`src/rtl/osd_spi_tx.sv`:
```
// SPI master for the OSD command channel: sends enable/disable command bytes and
// 256-byte line writes, prefetching each payload byte from a synchronous byte RAM.
module osd_spi_tx #(
  parameter int CLK_DIV = 4
) (
  input  logic       clk_sys,
  input  logic       reset,
  input  logic       cmd_valid,
  output logic       cmd_ready,
  input  logic [1:0] cmd_type,
  input  logic [2:0] cmd_line,
  output logic       busy,
  output logic       rd_en,
  output logic [7:0] rd_addr,
  input  logic [7:0] rd_data,
  output logic       SPI_SCK,
  output logic       SPI_SS3,
  output logic       SPI_DO
);

  localparam logic [2:0] S_IDLE  = 3'd0;
  localparam logic [2:0] S_LO    = 3'd1;
  localparam logic [2:0] S_HI    = 3'd2;
  localparam logic [2:0] S_HOLD  = 3'd3;
  localparam logic [2:0] S_DESEL = 3'd4;

  localparam logic [8:0] DIV_LAST   = 9'(CLK_DIV - 1);
  localparam logic [8:0] DESEL_LAST = 9'(2 * CLK_DIV - 1);
  localparam logic [8:0] LAST_BYTE  = 9'd256;

  logic [2:0] state_q, state_d;
  logic [8:0] div_q, div_d;
  logic [2:0] bit_q, bit_d;
  logic [8:0] byte_q, byte_d;
  logic [7:0] shift_q, shift_d;
  logic [7:0] hold_q, hold_d;
  logic       cap_q, cap_d;
  logic       is_wr_q, is_wr_d;
  logic       ready_q, ready_d;
  logic       busy_q, busy_d;
  logic       rd_en_q, rd_en_d;
  logic [7:0] rd_addr_q, rd_addr_d;
  logic       sck_q, sck_d;
  logic       ss_q, ss_d;
  logic       do_q, do_d;

  logic       accept;
  logic       div_end;
  logic       more_bytes;
  logic [7:0] next_byte;
  logic [7:0] cmd_byte;

  assign accept     = cmd_valid && ready_q;
  assign div_end    = (div_q == DIV_LAST);
  assign more_bytes = is_wr_q && (byte_q != LAST_BYTE);
  // With CLK_DIV=2 the RAM data lands on the same edge the byte is loaded,
  // so bypass the holding register in that cycle.
  assign next_byte  = cap_q ? rd_data : hold_q;

  always_comb begin
    cmd_byte = 8'h40;
    case (cmd_type)
      2'd0:    cmd_byte = 8'h40;
      2'd1:    cmd_byte = 8'h41;
      default: cmd_byte = {5'b00100, cmd_line};
    endcase
  end

  always_comb begin
    state_d   = state_q;
    div_d     = div_q;
    bit_d     = bit_q;
    byte_d    = byte_q;
    shift_d   = shift_q;
    hold_d    = next_byte;
    cap_d     = rd_en_q;
    is_wr_d   = is_wr_q;
    ready_d   = ready_q;
    busy_d    = busy_q;
    rd_en_d   = 1'b0;
    rd_addr_d = rd_addr_q;
    sck_d     = sck_q;
    ss_d      = ss_q;
    do_d      = do_q;

    case (state_q)
      S_IDLE: begin
        // Type 3 is accepted (ready stays high) but produces no frame.
        if (accept && (cmd_type != 2'd3)) begin
          state_d = S_LO;
          div_d   = 9'd0;
          bit_d   = 3'd0;
          byte_d  = 9'd0;
          is_wr_d = (cmd_type == 2'd2);
          shift_d = cmd_byte;
          do_d    = cmd_byte[7];
          ss_d    = 1'b0;
          busy_d  = 1'b1;
          ready_d = 1'b0;
        end
      end

      S_LO: begin
        if (div_end) begin
          state_d = S_HI;
          div_d   = 9'd0;
          sck_d   = 1'b1;
          // Fetch the next payload byte while the last bit of this one is high.
          if ((bit_q == 3'd7) && more_bytes) begin
            rd_en_d   = 1'b1;
            rd_addr_d = byte_q[7:0];
          end
        end else begin
          div_d = div_q + 9'd1;
        end
      end

      S_HI: begin
        if (div_end) begin
          div_d = 9'd0;
          sck_d = 1'b0;
          if (bit_q != 3'd7) begin
            state_d = S_LO;
            shift_d = {shift_q[6:0], 1'b0};
            do_d    = shift_q[6];
            bit_d   = bit_q + 3'd1;
          end else if (more_bytes) begin
            state_d = S_LO;
            shift_d = next_byte;
            do_d    = next_byte[7];
            bit_d   = 3'd0;
            byte_d  = byte_q + 9'd1;
          end else begin
            state_d = S_HOLD;
          end
        end else begin
          div_d = div_q + 9'd1;
        end
      end

      S_HOLD: begin
        if (div_end) begin
          state_d = S_DESEL;
          div_d   = 9'd0;
          ss_d    = 1'b1;
          do_d    = 1'b0;
        end else begin
          div_d = div_q + 9'd1;
        end
      end

      S_DESEL: begin
        if (div_q == DESEL_LAST) begin
          state_d = S_IDLE;
          div_d   = 9'd0;
          busy_d  = 1'b0;
          ready_d = 1'b1;
        end else begin
          div_d = div_q + 9'd1;
        end
      end

      default: begin
        state_d = S_IDLE;
        div_d   = 9'd0;
        sck_d   = 1'b0;
        ss_d    = 1'b1;
        do_d    = 1'b0;
        busy_d  = 1'b0;
        ready_d = 1'b1;
      end
    endcase
  end

  always_ff @(posedge clk_sys or posedge reset) begin
    if (reset) begin
      state_q   <= S_IDLE;
      div_q     <= 9'd0;
      bit_q     <= 3'd0;
      byte_q    <= 9'd0;
      shift_q   <= 8'd0;
      hold_q    <= 8'd0;
      cap_q     <= 1'b0;
      is_wr_q   <= 1'b0;
      ready_q   <= 1'b1;
      busy_q    <= 1'b0;
      rd_en_q   <= 1'b0;
      rd_addr_q <= 8'd0;
      sck_q     <= 1'b0;
      ss_q      <= 1'b1;
      do_q      <= 1'b0;
    end else begin
      state_q   <= state_d;
      div_q     <= div_d;
      bit_q     <= bit_d;
      byte_q    <= byte_d;
      shift_q   <= shift_d;
      hold_q    <= hold_d;
      cap_q     <= cap_d;
      is_wr_q   <= is_wr_d;
      ready_q   <= ready_d;
      busy_q    <= busy_d;
      rd_en_q   <= rd_en_d;
      rd_addr_q <= rd_addr_d;
      sck_q     <= sck_d;
      ss_q      <= ss_d;
      do_q      <= do_d;
    end
  end

  assign cmd_ready = ready_q;
  assign busy      = busy_q;
  assign rd_en     = rd_en_q;
  assign rd_addr   = rd_addr_q;
  assign SPI_SCK   = sck_q;
  assign SPI_SS3   = ss_q;
  assign SPI_DO    = do_q;

endmodule

```
`config.mk`:
```
export PLATFORM = sky130hd
export DESIGN_NAME = osd_spi_tx
export DESIGN_NICKNAME = d
export VERILOG_FILES = /design/src/rtl/osd_spi_tx.sv
export SDC_FILE = /design/constraint.sdc
export NUM_CORES = 1
export LEC_CHECK = 0
export CELL_PAD_IN_SITES_DETAIL_PLACEMENT = 0
export CELL_PAD_IN_SITES_GLOBAL_PLACEMENT = 1
export CORE_MARGIN = 2
export CORE_UTILIZATION = 40
export CTS_BUF_LIST = sky130_fd_sc_hd__clkbuf_16
export DETAILED_ROUTE_END_ITERATION = 10
export HOLD_SLACK_MARGIN = 0.03
export PLACE_DENSITY = 0.84
export RECOVER_POWER = 100
export SETUP_SLACK_MARGIN = 0.02
export SLEW_MARGIN = 10
export SYNTH_ARGS = -nofsm -noshare
export SYNTH_HDL_FRONTEND = slang
export SYNTH_SLANG_ARGS = --single-unit
```
`constraint.sdc`:
```
create_clock -name clk_sys -period 2.15 [get_ports clk_sys]
set_clock_uncertainty 0.05 [all_clocks]
set_input_delay 0.215 -clock clk_sys [delete_from_list [all_inputs] [get_ports clk_sys]]
set_output_delay 0.215 -clock clk_sys [all_outputs]
set_load 0.05 [all_outputs]
```
==> run_summary.xml, run 1 <==
<?xml version="1.0" encoding="UTF-8"?>
<metrics>
  <group name="grt">
    <metric name="antenna_found_initial" unit="">0</metric>
    <metric name="maximum_number_of_pins_on_one_net_before_global_route_repair" unit="">56</metric>
    <metric name="grt_usage" unit="%">17.7</metric>
    <metric name="overflow" unit="">0</metric>
    <metric name="first_pass_grt_wire_length" unit="microns">10800</metric>
    <metric name="vias_in_the_first_global_route" unit="">2294</metric>
  </group>
  <group name="routing">
    <metric name="routed.top_layer" unit="">met4</metric>
    <metric name="remaining_drc_errors" unit="">0</metric>
    <metric name="drtPass1Iterations" unit="">4</metric>
    <metric name="drtAntennaViolNets" unit="">0</metric>
    <metric name="vias_per_cell" unit="">5.23</metric>
    <metric name="wire_per_inst" unit="microns">14.7</metric>
    <metric name="detail_route.wirelength.met1" unit="microns">3100</metric>
    <metric name="totalWireLength" unit="microns">6320</metric>
    <metric name="detail_route.iter0.violations" unit="">75</metric>
    <metric name="vias" unit="">2256</metric>
    <metric name="met3RoutedLength" unit="microns">190</metric>
    <metric name="dr_wl_met2" unit="microns">2950</metric>
  </group>
  <group name="logic_synthesis">
    <metric name="synth_flop_cell" unit="">sky130_fd_sc_hd__dfrtp_1</metric>
    <metric name="synth.yosys.seq_area_share" unit="%">48.7</metric>
    <metric name="synth_cells" unit="">274</metric>
    <metric name="synth_edf_count" unit="">0</metric>
    <metric name="syn-num-nets" unit="">295</metric>
    <metric name="postSynthAreaPerCell" unit="sq um">10.3</metric>
    <metric name="netlist.top_cell.by_area" unit="">sky130_fd_sc_hd__dfrtp_1</metric>
    <metric name="ys.warnings.count" unit="">0</metric>
    <metric name="yosys.cell_types.count" unit="">54</metric>
    <metric name="synth_seq_cells" unit="">55</metric>
    <metric name="synthesized_area" unit="sq um">2830</metric>
    <metric name="synth_top_area_share" unit="%">46.8</metric>
    <metric name="synthArstFlopShare" unit="%">100</metric>
    <metric name="netlist_top_cells_area" unit="">sky130_fd_sc_hd__dfrtp_1, sky130_fd_sc_hd__mux2_2, sky130_fd_sc_hd__o21ai_0</metric>
  </group>
  <group name="power">
    <metric name="power.internal" unit="uW">1510</metric>
    <metric name="netSwitchingPower" unit="uW">431</metric>
    <metric name="combinationalPowerShare" unit="%">3.3</metric>
    <metric name="pwr_total" unit="uW">1940</metric>
    <metric name="power.density_cell_area" unit="nW/um^2">521</metric>
    <metric name="p_sw_share" unit="%">22.2</metric>
    <metric name="peakVddDrop" unit="mV">0.349</metric>
    <metric name="p_leak" unit="uW">0.00164</metric>
    <metric name="clock_power_share" unit="%">43.2</metric>
    <metric name="pwr-share-seq" unit="%">53.4</metric>
  </group>
  <group name="job">
    <metric name="timing.max_cap.violations" unit="">0</metric>
  </group>
  <group name="clock_tree">
    <metric name="cts_htree_levels" unit="">2</metric>
    <metric name="clk_latency" unit="ns">0.30</metric>
    <metric name="clock-root-buffer" unit="">sky130_fd_sc_hd__clkbuf_16</metric>
    <metric name="tritoncts_clock_tree" unit="">done</metric>
    <metric name="cts_hold_repair.buffers" unit="">0</metric>
    <metric name="cts_sinks" unit="">55</metric>
    <metric name="clock_tree.buffer_depth" unit="">2</metric>
    <metric name="tritoncts.num_buffers" unit="">5</metric>
    <metric name="cts.clk_slew.worst_paths" unit="ns">0.08</metric>
  </group>
  <group name="critical_path">
    <metric name="worst_r2r_endpoint" unit="">bit_q[0]$_DFFE_PP0P_</metric>
    <metric name="path_class" unit="">reg -&gt; reg</metric>
    <metric name="delay_heaviest_family_cp" unit="">simple AND/OR/NAND/NOR gates</metric>
    <metric name="worstPathCellList" unit="">or4_4 &gt; a2111oi_4 &gt; nand2_2 &gt; nand2_4 &gt; mux2_2</metric>
    <metric name="crit_required" unit="ns">2.28</metric>
    <metric name="critPathSlowestCell" unit="">sky130_fd_sc_hd__or4_4</metric>
    <metric name="critical_path.n_buffers_inverters" unit="">0</metric>
    <metric name="worst-path-max-fanout" unit="">8</metric>
    <metric name="worstRegToRegCells" unit="">5</metric>
    <metric name="cp.arrival" unit="ns">2.25</metric>
    <metric name="timing.critical_path.slowest_cell_delay" unit="ns">0.61</metric>
    <metric name="setup_slack_of_the_most_critical_reg_to_reg_path" unit="ns">0.03</metric>
    <metric name="worstSetupEndpointType" unit="">flop</metric>
    <metric name="timing.rr.start" unit="">div_q[3]$_DFFE_PP0N_</metric>
    <metric name="crit_path_start_kind" unit="">flop</metric>
  </group>
  <group name="floorplanning">
    <metric name="initial_core_util" unit="%">41.4</metric>
    <metric name="floorplan.io_pins" unit="">30</metric>
    <metric name="die-area" unit="sq um">7770</metric>
    <metric name="rows" unit="">30</metric>
    <metric name="core_footprint" unit="sq um">6830</metric>
    <metric name="die_x" unit="microns">88.1</metric>
    <metric name="die_y" unit="microns">88.1</metric>
  </group>
  <group name="final_layout">
    <metric name="n_antenna_cell" unit="">0</metric>
    <metric name="fin_area" unit="sq um">3720</metric>
    <metric name="synthToLayoutAreaGrowth" unit="%">31.6</metric>
    <metric name="nets" unit="">355</metric>
    <metric name="layout-drive-gt1-share" unit="%">24.2</metric>
    <metric name="final_cells" unit="">431</metric>
    <metric name="post-route-util" unit="%">54.5</metric>
  </group>
  <group name="timing">
    <metric name="period_utilization" unit="%">98.8</metric>
    <metric name="final-hold-violation-count" unit="">0</metric>
    <metric name="fmax" unit="GHz">0.471</metric>
    <metric name="final_period_minus_worst_setup_slack" unit="ns">2.12</metric>
    <metric name="timing.slew.headroom" unit="%">10.2</metric>
    <metric name="max_slew.worst_pin.slew" unit="ns">1.35</metric>
    <metric name="slew_violations" unit="">0</metric>
    <metric name="setup_total_negative_slack" unit="ns">0</metric>
    <metric name="setup_violations" unit="">0</metric>
    <metric name="rsz_0062_raised_after_global_routing" unit="">true</metric>
  </group>
  <group name="place">
    <metric name="detailedPlacementHpwl" unit="microns">4380</metric>
    <metric name="portBuffers" unit="">29</metric>
    <metric name="place_inst" unit="">416</metric>
    <metric name="place_area" unit="sq um">3420</metric>
    <metric name="gp_routability_congestion" unit="">0.777</metric>
  </group>
  <group name="status">
    <metric name="status" unit="">complete, no violations</metric>
  </group>
  <group name="min_path">
    <metric name="worst_min_delay_path_endpoint" unit="">cap_q$_DFF_PP0_</metric>
    <metric name="hold_depth" unit="">0</metric>
    <metric name="holdCritStartpoint" unit="">rd_en$_DFF_PP0_</metric>
    <metric name="class_of_the_tightest_hold_or_removal_check" unit="">reg -&gt; reg</metric>
  </group>
</metrics>
-- stage by stage --
stage               hold slack [ns]  setup WS (ns)
finish                        0.326         0.0266
global route                  0.337        -0.0420
CTS                           0.271         0.0154
floorplan                     0.313         0.0169
global placement              0.316        -0.0332
detailed placement            0.317        -0.0547
-- flip-flops by register name, indices dropped and copies added, names as in the netlist, 3 cells and up --
| signal | count |
|---|---|
| bit_q | 3 |
| byte_q | 9 |
| div_q | 9 |
| hold_q | 8 |
| rd_addr | 8 |
| shift_q | 7 |
| state_q | 3 |
-- synthesized netlist by cell type (all sizes together), types with 7 or more instances --
| master | count |
|---|---|
| dfrtp | 53 |
| nand2 | 31 |
| o21ai | 28 |
| mux2 | 22 |
| nor2 | 16 |
| inv | 13 |
| mux2i | 11 |
| nand3 | 8 |
| and3 | 7 |
| clkbuf | 7 |
-- cells in the final DEF, fill, tap and decap left out, types with 3 or more instances in the layout --
| cell type | count |
|---|---|
| sky130_fd_sc_hd__nand2_1 | 28 |
| sky130_fd_sc_hd__clkdlybuf4s50_1 | 16 |
| sky130_fd_sc_hd__inv_1 | 11 |
| sky130_fd_sc_hd__buf_4 | 27 |
| sky130_fd_sc_hd__o211ai_1 | 3 |
| sky130_fd_sc_hd__o31ai_1 | 4 |
| sky130_fd_sc_hd__mux2_4 | 9 |
| sky130_fd_sc_hd__or2_2 | 3 |
| sky130_fd_sc_hd__and3_1 | 5 |
| sky130_fd_sc_hd__a31oi_1 | 3 |
| sky130_fd_sc_hd__a21o_1 | 3 |
| sky130_fd_sc_hd__mux2_2 | 5 |
| sky130_fd_sc_hd__and2_1 | 5 |
| sky130_fd_sc_hd__nor3b_1 | 4 |
| sky130_fd_sc_hd__a21oi_1 | 4 |
| sky130_fd_sc_hd__nor2_1 | 16 |
| sky130_fd_sc_hd__mux2_1 | 8 |
| sky130_fd_sc_hd__mux2i_1 | 11 |
| sky130_fd_sc_hd__clkbuf_16 | 5 |
| sky130_fd_sc_hd__nand3_1 | 8 |
| sky130_fd_sc_hd__o21ai_0 | 26 |
| sky130_fd_sc_hd__dfrtp_1 | 53 |
| sky130_fd_sc_hd__nor3_1 | 3 |
| sky130_fd_sc_hd__dlygate4sd3_1 | 13 |
| sky130_fd_sc_hd__or3_1 | 4 |
-- how the worst max path moves through the flow --
stage	from	to	slack, ns	cells past startpoint
after floorplan	bit_q[0]$_DFFE_PP0P_	rd_addr[0]$_DFFE_PP0P_	0.02	6
after detailed placement	div_q[3]$_DFFE_PP0N_	div_q[3]$_DFFE_PP0N_	-0.05	5
after global placement	div_q[3]$_DFFE_PP0N_	div_q[3]$_DFFE_PP0N_	-0.03	5
after global routing	div_q[3]$_DFFE_PP0N_	bit_q[2]$_DFFE_PP0P_	-0.04	6
final	div_q[3]$_DFFE_PP0N_	bit_q[0]$_DFFE_PP0P_	0.03	5
after CTS	div_q[3]$_DFFE_PP0N_	shift_q[0]$_DFFE_PP0P_	0.02	5
-- layer usage --
layer  vias to the layer above  global-route usage (%)
met5                         -                       0
met4                         0                    5.65
met3                         7                    3.20
met2                        36                    28.4
met1                      1094                    24.4
li1                       1119                       -
-- cells by family after synthesis --
kind of cell	share of synthesized area (%)
buffers and inverters	3.23
AND/OR/NAND/NOR	19.1
multiplexers	12.6
adder cells (fa/ha/maj)	2.21
AO/OA/AOI/OAI	14.1
flip-flops	48.7
-- final cells by class --
type,count,area (sq um)
clock buffer,5,125
clock inverter,3,25.0
sequential,55,1380
timing repair buffer,61,537
tap,96,120
fill,618,3110
multi-input combinational,198,1490
inverter,13,48.8
-- what timing repair did --
| action | CTS | global route |
|---|---|---|
| resized for setup | 3 | 23 |
| setup buffers | 4 | 2 |
| pin swaps | 1 | 5 |
| setup endpoints to repair | 20 | 34 |
| gates cloned | 0 | 1 |
-- power groups by stage --
stage	clock (uW)	sequential (uW)	combinational, uW
2_1_floorplan	0	1060	26.2
3_3_place_gp	0	1060	69.0
3_5_place_dp	0	1060	69.9
4_1_cts	856	1040	70.5
5_1_grt	891	1040	74.2
6_report	839	1040	64.8
Power figures use the tool's default switching activity.
==> run 2: changes to the inputs <==
- REMOVE_ABC_BUFFERS: not set -> 1
==> run_summary.xml, run 2 (synthesis gave the netlist of run 1 again) <==
<?xml version="1.0" encoding="UTF-8"?>
<metrics>
  <group name="critical_path">
    <metric name="path_class" unit="">reg -&gt; reg</metric>
    <metric name="worstSetupEndpointType" unit="">flop</metric>
    <metric name="worstRegToRegCells" unit="">7</metric>
    <metric name="crit_path_start_kind" unit="">flop</metric>
    <metric name="worst-path-max-fanout" unit="">8</metric>
    <metric name="crit_required" unit="ns">2.28</metric>
    <metric name="cp.arrival" unit="ns">2.20</metric>
  </group>
  <group name="clock_tree">
    <metric name="clock_tree.buffer_depth" unit="">2</metric>
    <metric name="clk_latency" unit="ns">0.29</metric>
    <metric name="tritoncts_clock_tree" unit="">done</metric>
    <metric name="cts_htree_levels" unit="">2</metric>
    <metric name="clock-root-buffer" unit="">sky130_fd_sc_hd__clkbuf_16</metric>
    <metric name="tritoncts.num_buffers" unit="">5</metric>
    <metric name="cts_sinks" unit="">55</metric>
    <metric name="cts_hold_repair.buffers" unit="">0</metric>
    <metric name="cts.clk_slew.worst_paths" unit="ns">0.07</metric>
  </group>
  <group name="grt">
    <metric name="grt_usage" unit="%">17.0</metric>
    <metric name="overflow" unit="">0</metric>
    <metric name="vias_in_the_first_global_route" unit="">2247</metric>
    <metric name="antenna_found_initial" unit="">0</metric>
    <metric name="first_pass_grt_wire_length" unit="microns">10500</metric>
    <metric name="maximum_number_of_pins_on_one_net_before_global_route_repair" unit="">56</metric>
  </group>
  <group name="routing">
    <metric name="remaining_drc_errors" unit="">0</metric>
    <metric name="wire_per_inst" unit="microns">14.0</metric>
    <metric name="drtAntennaViolNets" unit="">0</metric>
    <metric name="drtPass1Iterations" unit="">4</metric>
    <metric name="met3RoutedLength" unit="microns">208</metric>
    <metric name="vias_per_cell" unit="">5.27</metric>
    <metric name="vias" unit="">2281</metric>
    <metric name="detail_route.iter0.violations" unit="">111</metric>
    <metric name="dr_wl_met2" unit="microns">2840</metric>
    <metric name="totalWireLength" unit="microns">6040</metric>
    <metric name="routed.top_layer" unit="">met4</metric>
    <metric name="detail_route.wirelength.met1" unit="microns">2940</metric>
  </group>
  <group name="timing">
    <metric name="slew_violations" unit="">0</metric>
    <metric name="timing.slew.headroom" unit="%">9.97</metric>
    <metric name="final-hold-violation-count" unit="">0</metric>
    <metric name="timing.final.ws_setup" unit="ns">0.0745</metric>
    <metric name="fmax" unit="GHz">0.482</metric>
    <metric name="setup_violations" unit="">0</metric>
    <metric name="max_slew.worst_pin.slew" unit="ns">1.35</metric>
    <metric name="setup_total_negative_slack" unit="ns">0</metric>
    <metric name="period_utilization" unit="%">96.5</metric>
    <metric name="rsz_0062_raised_after_global_routing" unit="">true</metric>
    <metric name="final_period_minus_worst_setup_slack" unit="ns">2.08</metric>
    <metric name="final.hold.worst_slack" unit="ns">0.321</metric>
  </group>
  <group name="power">
    <metric name="power.density_cell_area" unit="nW/um^2">548</metric>
    <metric name="pwr_total" unit="uW">2030</metric>
    <metric name="peakVddDrop" unit="mV">0.347</metric>
    <metric name="power.internal" unit="uW">1620</metric>
    <metric name="netSwitchingPower" unit="uW">403</metric>
    <metric name="p_sw_share" unit="%">19.9</metric>
    <metric name="p_leak" unit="uW">0.00163</metric>
    <metric name="pwr-share-seq" unit="%">51.1</metric>
    <metric name="clock_power_share" unit="%">45.7</metric>
    <metric name="combinationalPowerShare" unit="%">3.2</metric>
  </group>
  <group name="min_path">
    <metric name="hold_depth" unit="">0</metric>
    <metric name="class_of_the_tightest_hold_or_removal_check" unit="">reg -&gt; reg</metric>
  </group>
  <group name="final_layout">
    <metric name="layout-drive-gt1-share" unit="%">22.8</metric>
    <metric name="nets" unit="">357</metric>
    <metric name="multi_input_area" unit="sq um">1440</metric>
    <metric name="synthToLayoutAreaGrowth" unit="%">30.6</metric>
    <metric name="final_cells" unit="">433</metric>
    <metric name="largestRegisters" unit="">byte_q (9), div_q (9)</metric>
    <metric name="final_cell_mix" unit="">sky130_fd_sc_hd__dfrtp_1, sky130_fd_sc_hd__nand2_1, sky130_fd_sc_hd__o21ai_0</metric>
    <metric name="final.fill_count" unit="">619</metric>
    <metric name="layout.cells.most_common" unit="">sky130_fd_sc_hd__dfrtp_1</metric>
    <metric name="sequential_cell_area" unit="sq um">1380</metric>
    <metric name="n_antenna_cell" unit="">0</metric>
  </group>
  <group name="place">
    <metric name="place_inst" unit="">422</metric>
    <metric name="detailedPlacementHpwl" unit="microns">4330</metric>
    <metric name="gp_routability_congestion" unit="">0.765</metric>
    <metric name="preCtsSetupSlack" unit="ns">-0.0593</metric>
    <metric name="portBuffers" unit="">29</metric>
  </group>
  <group name="floorplanning">
    <metric name="floorplan.io_pins" unit="">30</metric>
    <metric name="die_y" unit="microns">88.1</metric>
    <metric name="die_x" unit="microns">88.1</metric>
    <metric name="initial_core_util" unit="%">41.4</metric>
    <metric name="core_footprint" unit="sq um">6830</metric>
    <metric name="die-area" unit="sq um">7770</metric>
    <metric name="rows" unit="">30</metric>
  </group>
  <group name="status">
    <metric name="status" unit="">complete, no violations</metric>
  </group>
  <group name="job">
    <metric name="timing.max_cap.violations" unit="">0</metric>
  </group>
</metrics>
run 2: cell types whose count changed in the layout (fill, tap and decap cells not counted), moves of 2 or more:
cell | previous run | this run
sky130_fd_sc_hd__o21ai_1 | 2 | 0
sky130_fd_sc_hd__clkbuf_1 | 1 | 4
sky130_fd_sc_hd__o21ai_0 | 26 | 28
sky130_fd_sc_hd__clkdlybuf4s50_1 | 16 | 14
sky130_fd_sc_hd__mux2_2 | 5 | 14
sky130_fd_sc_hd__dlygate4sd3_1 | 13 | 15
sky130_fd_sc_hd__mux2_4 | 9 | 1
run 2: final cells by class:
class	instances	share of cell area, %
clock buffers	5	3.38
clock inverters	3	1.29
inverters	13	1.32
multi-input cells	198	38.8
flip-flops and latches	55	37.3
well taps	96	3.25
repair buffers	63	14.6
run 2: layer usage:
layer	vias to the layer above	GRT usage, %
met3	6	3.58
li1	1123	-
met1	1112	24.1
met5	-	0
met2	40	27.3
met4	0	3.44
run 2: final timing paths:
path | startpoint | end | slack, ns
min reg2reg | rd_en$_DFF_PP0_ | cap_q$_DFF_PP0_ | 0.32
max in group asynchronous | reset | div_q[1]$_DFFE_PP0N_ | 0.47
min in group asynchronous | reset | hold_q[3]$_DFF_PP0_ | 0.76
max reg2reg | bit_q[0]$_DFFE_PP0P_ | rd_addr[2]$_DFFE_PP0P_ | 0.07
max | bit_q[0]$_DFFE_PP0P_ | rd_addr[2]$_DFFE_PP0P_ | 0.07
min | rd_en$_DFF_PP0_ | cap_q$_DFF_PP0_ | 0.32
run 2: repair_timing:
action / in CTS / in global routing
buffers inserted: 2 / 0
setup endpoints to repair: 17 / 29
gates cloned: 1 / 0
pin swaps: 2 / 2
gates resized for setup: 3 / 10
run 2: power groups by stage:
stage | combinational [uW] | clock [uW] | sequential (uW)
2_1_floorplan | 26.2 | 0 | 1060
3_5_place_dp | 70.2 | 0 | 1060
5_1_grt | 72.9 | 992 | 1040
6_report | 64.0 | 926 | 1040
4_1_cts | 70.6 | 948 | 1040
3_3_place_gp | 69.1 | 0 | 1060
run 2: worst max-delay path, stage by stage (launching register included):
cell	delay, ns
sky130_fd_sc_hd__dfrtp_1	0.37
sky130_fd_sc_hd__ha_2	0.19
sky130_fd_sc_hd__ha_4	0.13
sky130_fd_sc_hd__inv_2	0.03
sky130_fd_sc_hd__or4_4	0.55
sky130_fd_sc_hd__nor3_4	0.16
sky130_fd_sc_hd__buf_12	0.15
sky130_fd_sc_hd__mux2_2	0.33
run 2: per-stage QoR:
stage / utilization, % / instance area (sq um)
floorplan: - / 2790
finish: 54.1 / 3700
global route: 54.1 / 3700
global placement: 50.7 / 3460
detailed placement: 50.7 / 3460
CTS: 53.8 / 3680
